===== src/rtl/mem_access_stage.sv =====
// mem_access_stage
//   Memory stage between address generation and writeback. Takes the effective
//   address of a load or store and runs one access on the data-memory bus.
//   The request side is valid/ready and the response side is valid-only. While
//   an access is outstanding the stage stalls upstream. Load data is aligned
//   and extended before it goes to writeback.
//
// Ports
//   clk, clkEn, rst          clock, global clock enable, synchronous reset (high)
//   flushEn                  pipeline flush
//   inValid/inLoad/inStore   upstream op; held by upstream while stallReq=1
//   inSize/inSigned          access size (0 byte, 1 half, 2/3 word), sign-extend
//   inAddr/inStoreData/inRd  effective address, store data, load destination
//   stallReq                 combinational stall to upstream
//   memReq*                  bus request (valid/ready), registered
//   memRespValid/Data        bus response (read data or write ack)
//   outValid/outRd/outData   load result to writeback (1-cycle pulse)
//   storeDone                store acknowledged (1-cycle pulse)
//   misalignFault            misaligned access rejected (1-cycle pulse)
//
// state | meaning
// ------+-----------------------------------------------------------
// IDLE  | no access outstanding, ready to accept
// REQ   | request on the bus, waiting for memReqReady
// RESP  | request accepted, waiting for memRespValid
// DRAIN | flushed after the bus took the request; discard the response

module mem_access_stage #(
    parameter int width = 32
) (
    input  logic               clk,
    input  logic               clkEn,
    input  logic               rst,
    input  logic               flushEn,
    input  logic               inValid,
    input  logic               inLoad,
    input  logic               inStore,
    input  logic [1:0]         inSize,
    input  logic               inSigned,
    input  logic [width-1:0]   inAddr,
    input  logic [width-1:0]   inStoreData,
    input  logic [4:0]         inRd,
    output logic               stallReq,
    output logic               memReqValid,
    input  logic               memReqReady,
    output logic               memReqWrite,
    output logic [width-1:0]   memReqAddr,
    output logic [width-1:0]   memReqWdata,
    output logic [width/8-1:0] memReqByteEn,
    input  logic               memRespValid,
    input  logic [width-1:0]   memRespData,
    output logic               outValid,
    output logic [4:0]         outRd,
    output logic [width-1:0]   outData,
    output logic               storeDone,
    output logic               misalignFault
);

    typedef enum logic [1:0] {IDLE, REQ, RESP, DRAIN} state_t;

    state_t state;

    logic       lat_load;
    logic       lat_signed;
    logic [1:0] lat_size;
    logic [1:0] lat_off;
    logic [4:0] lat_rd;

    logic             mem_op;
    logic             aligned;
    logic             accept;
    logic [3:0]       be_next;
    logic [width-1:0] wdata_next;
    logic [width-1:0] shifted;
    logic [width-1:0] load_ext;

    assign mem_op = inValid & (inLoad | inStore);
    assign accept = (state == IDLE) & mem_op & aligned & !flushEn;

    always_comb begin
        aligned = 1'b1;
        case (inSize)
            2'd1:    aligned = !inAddr[0];
            2'd2,
            2'd3:    aligned = (inAddr[1:0] == 2'b00);
            default: aligned = 1'b1;
        endcase
    end

    always_comb begin
        be_next    = 4'b1111;
        wdata_next = inStoreData;
        case (inSize)
            2'd0: begin
                be_next    = 4'b0001 << inAddr[1:0];
                wdata_next = {4{inStoreData[7:0]}};
            end
            2'd1: begin
                be_next    = 4'b0011 << inAddr[1:0];
                wdata_next = {2{inStoreData[15:0]}};
            end
            default: begin
                be_next    = 4'b1111;
                wdata_next = inStoreData;
            end
        endcase
    end

    // Bring the addressed lane down to bit 0, then extend from the access size.
    always_comb begin
        shifted  = memRespData >> {lat_off, 3'b000};
        load_ext = shifted;
        case (lat_size)
            2'd0: load_ext = lat_signed ? {{(width-8){shifted[7]}}, shifted[7:0]}
                                        : {{(width-8){1'b0}}, shifted[7:0]};
            2'd1: load_ext = lat_signed ? {{(width-16){shifted[15]}}, shifted[15:0]}
                                        : {{(width-16){1'b0}}, shifted[15:0]};
            default: load_ext = shifted;
        endcase
    end

    // Stall drops in the cycle the response arrives so upstream can advance
    // while the FSM returns to IDLE.
    always_comb begin
        stallReq = 1'b0;
        case (state)
            IDLE:        stallReq = accept;
            REQ:         stallReq = 1'b1;
            RESP, DRAIN: stallReq = !memRespValid;
            default:     stallReq = 1'b0;
        endcase
    end

    always_ff @(posedge clk) begin
        if (rst) begin
            state         <= IDLE;
            lat_load      <= 1'b0;
            lat_signed    <= 1'b0;
            lat_size      <= 2'd0;
            lat_off       <= 2'd0;
            lat_rd        <= 5'd0;
            memReqValid   <= 1'b0;
            memReqWrite   <= 1'b0;
            memReqAddr    <= '0;
            memReqWdata   <= '0;
            memReqByteEn  <= '0;
            outValid      <= 1'b0;
            outRd         <= 5'd0;
            outData       <= '0;
            storeDone     <= 1'b0;
            misalignFault <= 1'b0;
        end else if (clkEn) begin
            outValid      <= 1'b0;
            storeDone     <= 1'b0;
            misalignFault <= 1'b0;
            case (state)
                IDLE: begin
                    if (accept) begin
                        // inLoad wins when both load and store are set
                        lat_load     <= inLoad;
                        lat_signed   <= inSigned;
                        lat_size     <= inSize;
                        lat_off      <= inAddr[1:0];
                        lat_rd       <= inRd;
                        memReqValid  <= 1'b1;
                        memReqWrite  <= !inLoad;
                        memReqAddr   <= {inAddr[width-1:2], 2'b00};
                        memReqWdata  <= inLoad ? '0 : wdata_next;
                        memReqByteEn <= be_next;
                        state        <= REQ;
                    end else if (mem_op && !aligned && !flushEn) begin
                        misalignFault <= 1'b1;
                    end
                end
                REQ: begin
                    if (memReqReady) begin
                        // bus owns the access now; a flush must still eat the response
                        memReqValid <= 1'b0;
                        state       <= flushEn ? DRAIN : RESP;
                    end else if (flushEn) begin
                        memReqValid <= 1'b0;
                        state       <= IDLE;
                    end
                end
                RESP: begin
                    if (memRespValid) begin
                        state <= IDLE;
                        if (!flushEn) begin
                            if (lat_load) begin
                                outValid <= 1'b1;
                                outRd    <= lat_rd;
                                outData  <= load_ext;
                            end else begin
                                storeDone <= 1'b1;
                            end
                        end
                    end else if (flushEn) begin
                        state <= DRAIN;
                    end
                end
                DRAIN: begin
                    if (memRespValid) state <= IDLE;
                end
                default: state <= IDLE;
            endcase
        end
    end

endmodule


===== config.mk =====
export PLATFORM = sky130hd
export DESIGN_NAME = mem_access_stage
export DESIGN_NICKNAME = d
export VERILOG_FILES = /design/src/rtl/mem_access_stage.sv
export SDC_FILE = /design/constraint.sdc
export NUM_CORES = 1
export LEC_CHECK = 0
export CORE_MARGIN = 2
export CORE_UTILIZATION = 46
export CTS_CLUSTER_DIAMETER = 150
export DETAILED_ROUTE_END_ITERATION = 8
export PLACE_DENSITY = 0.86
export SYNTH_ARGS = -nofsm -noshare
export SYNTH_HDL_FRONTEND = slang
export SYNTH_SLANG_ARGS = --single-unit

===== constraint.sdc =====
create_clock -name clk -period 3.8 [get_ports clk]
set_input_delay 0.95 -clock clk [delete_from_list [all_inputs] [get_ports clk]]
set_output_delay 0.95 -clock clk [all_outputs]
set_load 0.02 [all_outputs]

Yosys cells after proc, flatten, opt, wreduce, memory -nomap -nowiden
Cells that the tools add are included.

Reduce and logical (&&, ||, !) cells: 18. Shifts and indexed selects: 3. Bitwise gates (word level): 6. Magnitude comparators: 0. Divide/modulo/power cells: 0. Mux-type cells: 31. Equality and inequality tests: 11. $mul: 0. $add $sub $neg: 0.

Operators by type and width (number): 32-bit one-hot mux with 2 select lines (2); 32-bit two-way mux (3); 32-bit by 5-bit >> shifter with 32-bit output (1); 1-bit two-way mux (15); 2-bit two-way mux (6); 5-bit AND reduction (2); 2-bit equality test (second input constant) (4); 2-bit logical NOT (4); 2-bit one-hot mux with 4 select lines (1); 4-bit one-hot mux with 2 select lines (1); 2-bit by 1-bit equality test with 1-bit output (second input constant) (3); 3-bit != test (second input constant) (2); 1-bit logical NOT (5); 1-bit bitwise AND (4); 2-bit != test (second input constant) (2); 1-bit one-hot mux with 2 select lines (2); 4-bit AND reduction (1); 2-bit OR reduction (2); 1-bit by 2-bit << shifter with 4-bit output (first input constant) (1); 2-bit by 2-bit << shifter with 4-bit output (first input constant) (1); 1-bit one-hot mux with 3 select lines (1); 3-bit AND reduction (1); 1-bit logical AND (2); 2-bit nonzero test (1); other kinds (2) (2).

Bits in latches: 0. Flip-flop bits (word level): 121. Memories kept: 0. Input bits: 113. Logic and storage cells: 85. Memory bits (writable): 0. Memory bits (read-only): 0. Output and inout port bits: 111.

Logic depth before layout (Yosys ltp)
Word-level depth: 9. Gate-level depth with buffers: 7. Gate-level depth less buffers: 4.

Worst setup path after synthesis
Ideal clock, no wire load.

Path type: input -> output. Start: in inValid. End: out stallReq. Stages on the path: 3. Data arrival time: 1992 ps. Setup slack: 858 ps. Path buffers: 0. Required time: 2850 ps. Path through: or3b_4 > a2111oi_0 > nand2b_1.

Word-level cells in the longest chain between the ends: 5.

RTL lines: start: declaration (RTL line 35) `input logic inValid,`; 1-bit bitwise AND (RTL line 77) `assign mem_op = inValid & (inLoad | inStore);`; 1-bit bitwise AND (3 in a row) (RTL line 78) `assign accept = (state == IDLE) & mem_op & aligned & !flushEn;`; 1-bit one-hot mux with 3 select lines (RTL line 126) `case (state)`; end: declaration (RTL line 43) `output logic stallReq,`.

Every way passes these cells.

Final worst setup path
Ends and elaborated chain as after synthesis.

==> key figures <==
Routing
  – # DRC: 0
  – Vias: 5611
  – Wire per inst: 17.0 um
  – Post-route antenna net violation count: 0
  – Final wirelength: 17300 um
  – Routed vias/inst: 5.52
  – DR pass1 iterations: 5
  – Drt initial violations: 436

Clock network
  – Worst-Skew Late Latency: 410 ps
  – TritonCTS Sinks: 121
  – CTS buffer count: 17
  – Clock Pin Slew Worst Setup and Hold Paths: 50 ps
  – CTS tree: built
  – # Post-CTS Setup Buffers: 0
  – Max Root-Sink Buffers: 2
  – H-tree levels: 4
  – Root Driver: clkbuf_16
  – Cts hold-fix bufs: 0

Final layout
  – Layout Nets: 973
  – Area of the multi-input gates: 0.00267 sq mm
  – Most frequent cells in the layout: clkdlybuf4s50_1 (218), nand2_1 (160), dfxtp_1 (121)
  – Fillcell total: 815
  – Area grow syn2layout: 55.5%
  – Share of cells above drive strength 1: 7.79%
  – Inserted Diodes: 0
  – Finished Layout Cells: 1016
  – Most common cell after layout, fill and taps aside: clkdlybuf4s50_1
  – Register Area: 0.00242 sq mm

Synthesis
  – Area share of and/or/nand/nor cells after synthesis: 21.8%
  – Register bit total from synthesis: 121
  – Multiplexer area fraction after synthesis: 9.74%
  – Post-synthesis sequential area ratio: 45.4%
  – Post-Synth Adder-Cell Area: 0%
  – Post-synth cell types: 39
  – Syn avg cell area: 8.16 sq um
  – Post-synthesis xor/xnor area fraction: 0.164%
  – Largest family of logic cells by synthesized area: simple AND/OR/NAND/NOR gates
  – Yosys top cell area share: 45.4%
  – Area contributors post-synth: dfxtp_1 (45%), nand2_1 (11%), a21oi_1 (8.5%), mux2i_1 (8.3%), a211oi_1 (3.7%)
  – Synth Cell Area: 0.00533 sq mm
  – Synthesis Warnings: 0
  – Post-synth top area cell: dfxtp_1
  – Cells after synthesis: 653
  – Compound-cell area share of the yosys netlist: 17.9%

Pwr
  – Part of the power in combinational logic: 10.3%
  – Power density of the placed cells: 403 mW/mm^2
  – Net Sw Power: 0.000724 W
  – Sw Share: 21.7%
  – Sequential share of power: 38.8%
  – Pleak: 2.87 nW
  – Clock power share: 50.9%
  – Maximum vdd drop: 0.312 mV
  – Overall power: 0.00334 W
  – P_int: 0.00262 W

Global route
  – First-pass GRT wire length: 27600 um
  – GRT Total Usage: 27.5%
  – Largest net degree at the start of global routing: 48
  – Initial antenna violation count: 0
  – GRT Residual Overflow: 0
  – Number of global-route vias before repair: 5584

STA
  – Relative slew slack: 42.8%
  – Clk_skew: 6.97 ps
  – Final Hold Vio Count: 0
  – Worst slew pin tran: 855 ps
  – PnR worst setup slack: 117 ps
  – Final Setup Violations: 0
  – Fmax: 272 MHz
  – Final slew viol count: 0
  – Fin crit period: 3680 ps
  – RSZ-0062 raised after global routing: no
  – Fin crit share: 96.9%

Critical path
  – CP Data Arrival Time: 2730 ps
  – Worst setup EP type: output port
  – R2R setup slack: 1350 ps
  – Crit Path Max Fanout: 2
  – Worst setup SP type: input pin
  – CP required: 2850 ps
  – Kind of critical path: in2out

Place
  – Worst slack, placed: -310 ps
  – # port buffers: 221
  – Hpwl dp: 12200 um
  – GP Congestion: 0.907
  – Cells after DPL: 984

Hold path
  – Worst Hold Class: reg2reg

Die
  – Core Box Area: 0.0114 sq mm
  – Die width: 112 um
  – I/O Pins: 224
  – DIE AREA: 0.0125 sq mm
  – Standard-cell rows: 39
  – Die Ht: 112 um
  – Starting density of the core: 46.9%

Status
  – Status: finished, final reports clean

Run
  – Max-Cap Viols: 0
-- routing by layer --
layer | share of wire [%] | global-route usage, %
met1 | 41 | 32.4
met2 | 48 | 45.5
met3 | 8.4 | 8.87
met4 | 2.8 | 12.7
met5 | 0 | 0
-- power by group through the flow --
stage	logic, W	clock network [W]	registers, W
6_report	0.000345	0.00170	0.00130
5_1_grt	0.000369	0.00178	0.00130
4_1_cts	0.000340	0.00172	0.00129
3_3_place_gp	0.000329	0	0.00132
2_1_floorplan	0.000127	0	0.00133
3_5_place_dp	0.000336	0	0.00132
-- area by class of cell --
type / instances / share of cell area, %
multi-input combinational: 473 / 32.2
sequential: 121 / 29.2
timing repair buffer: 242 / 28.6
clock buffer: 25 / 6.34
tap: 143 / 2.16
clock inverter: 7 / 1.33
inverter: 5 / 0.226
-- kinds of logic after synthesis --
group / after synthesis
simple gates: 264
buf+inv: 60
flops: 121
xor+xnor: 1
compound gates: 155
mux: 51
other cells: 1
-- state kept, by name (all words and copies together), names as in the netlist, 2 cells and up --
name	count
outRd	5
lat_rd	5
memReqAddr	30
lat_off	2
memReqByteEn	4
outData	32
memReqWdata	32
state	2
lat_size	2
-- repair_timing --
item                                    CTS  global route
gates cloned                              0             0
resized for setup                         1             3
endpoints found under the setup margin    1             1
-- metrics by stage --
stage | util, % | area, sq um | hold slack (ps) | setup TNS [ps]
floorplan | - | 5340 | 432 | 0
global placement | 67.2 | 7650 | 438 | -257
detailed placement | 67.2 | 7650 | 442 | -310
CTS | 72.8 | 8280 | 449 | 0
global route | 72.9 | 8290 | 468 | 0
finish | 72.9 | 8290 | 448 | 0
-- critical path, stage by stage --
cell,delay [ps]
clkdlybuf4s50_1,470
or3b_4,390
a2111oi_2,310
buf_4,180
nand2b_1,100
dlygate4sd2_1,330
-- cell usage after synthesis, drive strengths merged --
cell     number
a21oi        91
nand2       160
conb          1
or2           4
nand2b        6
a21o          2
o2bb2ai       7
a211oi       26
mux2i        44
mux2          7
nor2b         6
nand3         2
o21ai         2
nor4          2
nor2         44
nor3          3
or3          16
and3          1
a22oi         1
a311oi        4
clkinv        1
inv           4
nand3b       18
and3b         1
a31oi         2
a2111o        1
or3b          1
a32oi         2
xor2          1
buf          21
clkbuf       34
a2111oi       2
o211ai        7
dfxtp       121
o31ai         8
-- final timing paths --
check / from / to / depth (start not counted)
worst max-delay path: inValid / stallReq / 6
worst min-delay path: memReqWdata[17] / memReqWdata[17] / 2
worst max register to register: lat_off[1] / outData[14] / 4
worst min register to register: memReqWdata[17] / memReqWdata[17] / 2
(Power assumes the default switching activity.)
